===== config.mk =====
export PLATFORM = sky130hd
export DESIGN_NAME = pwm_duty_meter
export DESIGN_NICKNAME = d
export VERILOG_FILES = /design/src/rtl/pwm_pkg.sv /design/src/rtl/pwm_duty_div.sv /design/src/rtl/pwm_duty_meter.sv
export SDC_FILE = /design/constraint.sdc
export NUM_CORES = 1
export LEC_CHECK = 0
export BUFFER_PORTS_ARGS = -buffer_cell sky130_fd_sc_hd__buf_4
export CAP_MARGIN = 20
export CORE_ASPECT_RATIO = 2
export CORE_MARGIN = 4
export CORE_UTILIZATION = 35
export CTS_BUF_LIST = sky130_fd_sc_hd__clkbuf_4 sky130_fd_sc_hd__clkbuf_8
export CTS_CLUSTER_DIAMETER = 40
export DETAILED_ROUTE_END_ITERATION = 10
export SYNTH_ARGS = -nofsm -noshare
export SYNTH_HDL_FRONTEND = slang
export SYNTH_HIERARCHICAL = 1
export SYNTH_SLANG_ARGS = --single-unit

===== constraint.sdc =====
create_clock -name clk -period 5.9 [get_ports clk]
set_clock_uncertainty 0.1 [all_clocks]
set_input_delay 1.18 -clock clk [delete_from_list [all_inputs] [get_ports clk]]
set_output_delay 1.18 -clock clk [all_outputs]
set_load 0.05 [all_outputs]

===== src/rtl/pwm_pkg.sv =====
// Shared constants and types for the PWM duty meter and its tenths divider.
package pwm_pkg;
  localparam int DUTY_W = 4;
  localparam logic [DUTY_W-1:0] DUTY_STEPS = 4'd10;

  typedef enum logic {IDLE = 1'b0, MEAS = 1'b1} meas_state_e;
endpackage


===== src/rtl/pwm_duty_div.sv =====
// Iterative tenths divider: k = floor(10*high/period), one step per cycle, done on the k+1-th cycle.
module pwm_duty_div
  import pwm_pkg::*;
#(
  parameter int CNT_W = 16
) (
  input  logic              clk,
  input  logic              rst_n,
  input  logic              clr,
  input  logic              start,
  input  logic [CNT_W-1:0]  period,
  input  logic [CNT_W-1:0]  high,
  output logic              busy,
  output logic              done,
  output logic [DUTY_W-1:0] k
);
  localparam int ACC_W = CNT_W + 4;

  logic [ACC_W-1:0] acc;
  logic [ACC_W-1:0] per;
  logic [ACC_W-1:0] h10;
  logic [ACC_W-1:0] acc_nxt;
  logic             step;

  function automatic logic [ACC_W-1:0] times_ten(input logic [CNT_W-1:0] x);
    logic [ACC_W-1:0] xe;
    xe = {4'b0000, x};
    return (xe << 3) + (xe << 1);
  endfunction

  assign acc_nxt = acc + per;
  assign step    = (k < DUTY_STEPS) && (acc_nxt <= h10);
  assign done    = busy && !step;

  always_ff @(posedge clk or negedge rst_n) begin
    if (!rst_n) begin
      busy <= 1'b0;
      k    <= '0;
    end else if (clr) begin
      busy <= 1'b0;
      k    <= '0;
    end else if (start) begin
      busy <= 1'b1;
      k    <= '0;
    end else if (busy) begin
      if (step) k <= k + 1'b1;
      else      busy <= 1'b0;
    end
  end

  // operand/accumulator registers carry no reset; busy qualifies them
  always_ff @(posedge clk) begin
    if (start) begin
      acc <= '0;
      per <= {4'b0000, period};
      h10 <= times_ten(high);
    end else if (busy && step) begin
      acc <= acc_nxt;
    end
  end
endmodule


===== src/rtl/pwm_duty_meter.sv =====
// Measures period and high time of a PWM input and reports duty in tenths, with static-input timeout.
module pwm_duty_meter
  import pwm_pkg::*;
#(
  parameter int CNT_W       = 16,
  parameter int SYNC_STAGES = 2
) (
  input  logic              clk,
  input  logic              rst_n,
  input  logic              ena,
  input  logic              pwm_in,
  output logic [CNT_W-1:0]  period,
  output logic [CNT_W-1:0]  high_time,
  output logic [DUTY_W-1:0] duty_tenths,
  output logic              meas_valid,
  output logic              timeout,
  output logic              meas_drop
);
  localparam logic [CNT_W-1:0] CNT_MAX = '1;

  logic [SYNC_STAGES-1:0] sync_q;
  logic                   s, s_d, rise;
  meas_state_e            state_q, state_d;
  logic [CNT_W-1:0]       period_cnt, high_cnt;
  logic                   snap, to_hit;
  logic                   pend_vld;
  logic [CNT_W-1:0]       pend_per, pend_high;
  logic                   div_start, div_clr, div_busy, div_done;
  logic [CNT_W-1:0]       div_per, div_high;
  logic [DUTY_W-1:0]      div_k;

  function automatic logic [CNT_W-1:0] sat_inc(input logic [CNT_W-1:0] x);
    return (x == CNT_MAX) ? x : x + 1'b1;
  endfunction

  always_ff @(posedge clk or negedge rst_n) begin
    if (!rst_n) begin
      sync_q <= '0;
      s_d    <= 1'b0;
    end else begin
      sync_q <= {sync_q[SYNC_STAGES-2:0], pwm_in};
      s_d    <= s;
    end
  end

  assign s      = sync_q[SYNC_STAGES-1];
  assign rise   = s && !s_d;
  assign snap   = ena && (state_q == MEAS) && rise;
  assign to_hit = ena && (state_q == MEAS) && !rise && (period_cnt == CNT_MAX);

  always_ff @(posedge clk or negedge rst_n) begin
    if (!rst_n) state_q <= IDLE;
    else        state_q <= state_d;
  end

  always_comb begin
    state_d = state_q;
    if (!ena) begin
      state_d = IDLE;
    end else begin
      case (state_q)
        IDLE:    if (rise) state_d = MEAS;
        MEAS:    if (to_hit) state_d = IDLE;
        default: state_d = IDLE;
      endcase
    end
  end

  // the rise cycle itself counts as the first cycle of the new period
  always_ff @(posedge clk or negedge rst_n) begin
    if (!rst_n) begin
      period_cnt <= '0;
      high_cnt   <= '0;
    end else if (!ena || to_hit) begin
      period_cnt <= '0;
      high_cnt   <= '0;
    end else if (rise) begin
      period_cnt <= CNT_W'(1);
      high_cnt   <= CNT_W'(1);
    end else if (state_q == MEAS) begin
      period_cnt <= sat_inc(period_cnt);
      if (s) high_cnt <= sat_inc(high_cnt);
    end
  end

  assign div_clr   = !ena || to_hit;
  assign div_start = ena && !div_busy && (pend_vld || snap);
  assign div_per   = pend_vld ? pend_per  : period_cnt;
  assign div_high  = pend_vld ? pend_high : high_cnt;

  always_ff @(posedge clk or negedge rst_n) begin
    if (!rst_n)               pend_vld <= 1'b0;
    else if (div_clr)         pend_vld <= 1'b0;
    else if (snap)            pend_vld <= div_busy || pend_vld;
    else if (!div_busy)       pend_vld <= 1'b0;
  end

  always_ff @(posedge clk) begin
    if (snap && (div_busy || pend_vld)) begin
      pend_per  <= period_cnt;
      pend_high <= high_cnt;
    end
  end

  pwm_duty_div #(.CNT_W(CNT_W)) u_div (
    .clk    (clk),
    .rst_n  (rst_n),
    .clr    (div_clr),
    .start  (div_start),
    .period (div_per),
    .high   (div_high),
    .busy   (div_busy),
    .done   (div_done),
    .k      (div_k)
  );

  // timeout takes priority over any divider result in the same cycle
  always_ff @(posedge clk or negedge rst_n) begin
    if (!rst_n) begin
      period      <= '0;
      high_time   <= '0;
      duty_tenths <= '0;
      meas_valid  <= 1'b0;
      timeout     <= 1'b0;
      meas_drop   <= 1'b0;
    end else begin
      meas_valid <= 1'b0;
      meas_drop  <= 1'b0;
      if (to_hit) begin
        timeout     <= 1'b1;
        period      <= '0;
        high_time   <= '0;
        duty_tenths <= s ? DUTY_STEPS : '0;
        meas_valid  <= 1'b1;
      end else if (ena) begin
        if (snap) begin
          period    <= period_cnt;
          high_time <= high_cnt;
        end
        if (div_done) begin
          duty_tenths <= div_k;
          meas_valid  <= 1'b1;
          timeout     <= 1'b0;
        end
        meas_drop <= snap && div_busy && pend_vld;
      end
    end
  end
endmodule


==> flow_summary.toml <==
[pwr]
combinationalPowerShare_pct = 35.9
relative_contribution_of_sequential_cells_to_total_power_pct = 41.1
powerDensity_nw_per_um2 = 332
max-vdd-ir-drop_mv = 0.228
cell_internal_pwr_mw = 2.03
power_switching_mw = 1.25
switching_share_pct = 38.1
leakage_nw = 4.15
share_clk_of_total_power_pct = 23.0

[finish]
layout-area-overhead-vs-synth_pct = 11.6
finalNetCount = 915
layout-drive-gt1-share_pct = 15.3
fillerInstances = 2502
antenna_diode_count = 0
fin_area_um2 = 9890
register_area_um2 = 4440
mostFrequentLayoutCell = "sky130_fd_sc_hd__dfrtp_1"
multi_input_area_um2 = 4120
most_frequent_cells_in_the_layout = "sky130_fd_sc_hd__dfrtp_1 (81), sky130_fd_sc_hd__edfxtp_1 (67), sky130_fd_sc_hd__nor2_1 (61)"

[cts]
cts_tree = "built"
insertion_delay_ns = 0.47
post_cts_hold_buffer_count = 0
clock_tree.buffer_depth = 2
tritoncts_sink_count = 168
ctsResizeCount = 0
clkSlewWorstSetupHoldPaths_ns = 0.09
clock_tree.htree_level_count = 4
root_buffer = "sky130_fd_sc_hd__clkbuf_8"
cts_made_buffers = 17
cts_setup_buffers = 0

[timing]
final_number_of_setup_violating_endpoints = 0
tightest_slew_ns = 0.824
relSlewSlack_pct = 44.6
hold_violations = 0
final_period_minus_worst_setup_slack_ns = 4.48
report.final.slew_viol_count = 0
finalCritPeriodShare_pct = 75.9
setup_tns_ns = 0
grt_setup_unrepaired = "false"
maxClockFrequency_mhz = 223

[logic_synthesis]
synth.top_cells.by_area = "sky130_fd_sc_hd__dfrtp_1 (23%), sky130_fd_sc_hd__edfxtp_1 (23%), sky130_fd_sc_hd__ha_1 (7.3%)"
syn-mean-instance-area_um2 = 10.8
post_synth_inst_count = 819
yosys.cell_types.count = 73
cell_area_after_synthesis_um2 = 8860
ys_seq_area_share_pct = 50.1
synth_warnings = 6
ys_async_sr_fraction_pct = 48.2
synth_top_area_share_pct = 22.9
synth_nets = 877
ys_seq_elements = 168
synth-edff-count = 67
synth_top_area_cell = "sky130_fd_sc_hd__dfrtp_1"
dominantRegCellSynth = "sky130_fd_sc_hd__dfrtp_1"

[job]
cap_violations = 0

[floorplan]
initial_core_util_pct = 35.4
fp.dieW_um = 121
fp.coreArea_um2 = 25000
die_height_um = 233
num_rows = 82
die_area_um2 = 28100
floorplan.io_pins = 43

[worst_setup_path]
critical_path.max_fanout = 8
crit_path_start_kind = "register"
regToRegStartpoint = "u_div/per[12]"
timing.critical_path.to_type = "register"
r2r_setup_slack_ns = 1.42
reg2reg_to = "duty_tenths[0]"
worst_ep_arrival_time_ns = 4.78
type_of_the_worst_setup_path = "register to register"
timing.reg2reg.worst_path_depth = 17
worst-endpoint-required_ns = 6.21

[detailed_routing]
post-route-drc-count = 0
routed_wire_length_per_instance_um = 17.6
finalWirelength_um = 21200
via_density_per_instance = 5.36
detailedRoute.firstIterationViolations = 305
drt_pre_antenna_iters = 5
number_of_nets_with_antenna_violations_after_detailed_routing = 0
routed-via-count = 6465

[place]
placement.io_buffers = 42
place.gp.congestion = 0.867
instance_area_after_placement_um2 = 9530
detailed_place_hpwl_um = 15900

[global_routing]
global_route_wire_length_before_repair_um = 34000
gr-usage-all-layers_pct = 15.5
vias_in_the_first_global_route = 6605
antenna_found_initial = 0
grt_start_max_net_pins = 64
grt_overflow_total = 0

[run_status]
run_status = "complete, no violations"

[min_path]
min_delay_path_depth = 0
timing.hold.worst.start = "sync_q[0]"
holdPathEnd = "sync_q[1]"
min_path_type = "register to register"
worst max-delay path, stage by stage (launching register included):
cell and delay (ns):
sky130_fd_sc_hd__edfxtp_1 0.42, sky130_fd_sc_hd__ha_1 0.39, sky130_fd_sc_hd__a21oi_1 0.28, sky130_fd_sc_hd__o21ai_1 0.18
sky130_fd_sc_hd__a211oi_1 0.31, sky130_fd_sc_hd__a21oi_2 0.13, sky130_fd_sc_hd__a31oi_1 0.36, sky130_fd_sc_hd__xnor2_1 0.13
sky130_fd_sc_hd__ha_1 0.30, sky130_fd_sc_hd__nand4_1 0.17, sky130_fd_sc_hd__nor4_2 0.36, sky130_fd_sc_hd__o31ai_1 0.12
sky130_fd_sc_hd__nand3_1 0.17, sky130_fd_sc_hd__nand2_1 0.07, sky130_fd_sc_hd__a21boi_0 0.35, sky130_fd_sc_hd__o21ai_0 0.25
sky130_fd_sc_hd__nor2_1 0.18, sky130_fd_sc_hd__a22o_1 0.14
registers in the layout, indices dropped and copies added, names as in the netlist, 2 cells and up:
| register | flops |
|---|---|
| duty_tenths | 4 |
| u_div/acc | 20 |
| sync_q | 2 |
| u_div/k | 4 |
| pend_high | 16 |
| u_div/h10 | 19 |
| pend_per | 16 |
| period_cnt | 16 |
| high_time | 16 |
| high_cnt | 16 |
| u_div/per | 16 |
| period | 16 |
kinds of logic after synthesis:
family / synth area share [%]
XOR/XNOR: 3.46
AND/OR/NAND/NOR: 13.4
AO/OA/AOI/OAI: 16.3
buffers and inverters: 3.54
flip-flops: 50.1
adder cells (fa/ha/maj): 7.79
multiplexers: 5.32
cell usage after synthesis (all sizes together), types with 10 or more instances:
master,count
inv,44
o21ai,44
a22o,34
dfxtp,20
nand3,25
nand4,11
and3,10
a21oi,42
xnor2,23
nand2,56
clkbuf,25
mux2i,19
dfrtp,81
xor2,12
mux2,25
a21o,13
nor2,63
edfxtp,67
ha,52
nor3,16
how the worst max path moves through the flow:
stage / endpoint / depth (start not counted) / slack [ns] / from
after global routing: duty_tenths[3] / 20 / 1.05 / u_div/acc[0]
after floorplan: u_div/k[1] / 9 / 0.31 / ena
after CTS: duty_tenths[0] / 17 / 1.44 / u_div/per[12]
after global placement: duty_tenths[3] / 17 / 1.59 / u_div/per[12]
after detailed placement: duty_tenths[1] / 17 / 1.48 / u_div/per[12]
final: duty_tenths[0] / 17 / 1.42 / u_div/per[12]
layout make-up:
| class | count | area share (%) |
|---|---|---|
| flip-flops and latches | 168 | 44.9 |
| clock buffers | 18 | 2.44 |
| well taps | 336 | 4.25 |
| inverters | 44 | 1.67 |
| clock inverters | 14 | 1.15 |
| multi-input cells | 574 | 41.7 |
| repair buffers | 52 | 3.95 |
layer usage:
metal  share of wire, %  up-vias  global-route usage, %
li1                   -     3104                      -
met1                 38     3163                   16.2
met2                 55      149                   28.6
met3                2.8       49                   2.58
met4                4.9        0                   9.15
met5                  0        -                      0
power groups by stage:
stage / logic [mW] / registers, mW / clock network (mW)
5_1_grt: 1.31 / 1.36 / 0.828
3_3_place_gp: 1.17 / 1.37 / 0
2_1_floorplan: 0.818 / 1.38 / 0
6_report: 1.18 / 1.35 / 0.754
3_5_place_dp: 1.18 / 1.38 / 0
4_1_cts: 1.19 / 1.35 / 0.782
stage by stage:
stage               std cells  worst slack (ns)  hold WS [ns]  power [mW]  util, %
floorplan                 819             0.305         0.231        2.20        -
global placement         1173              1.59         0.234        2.54     38.1
detailed placement       1173              1.48         0.242        2.56     38.1
CTS                      1205              1.44         0.273        3.32     39.5
global route             1206              1.05         0.288        3.50     39.5
finish                   1206              1.42         0.266        3.28     39.5
Note: power is estimated with default switching activity, not from simulation.
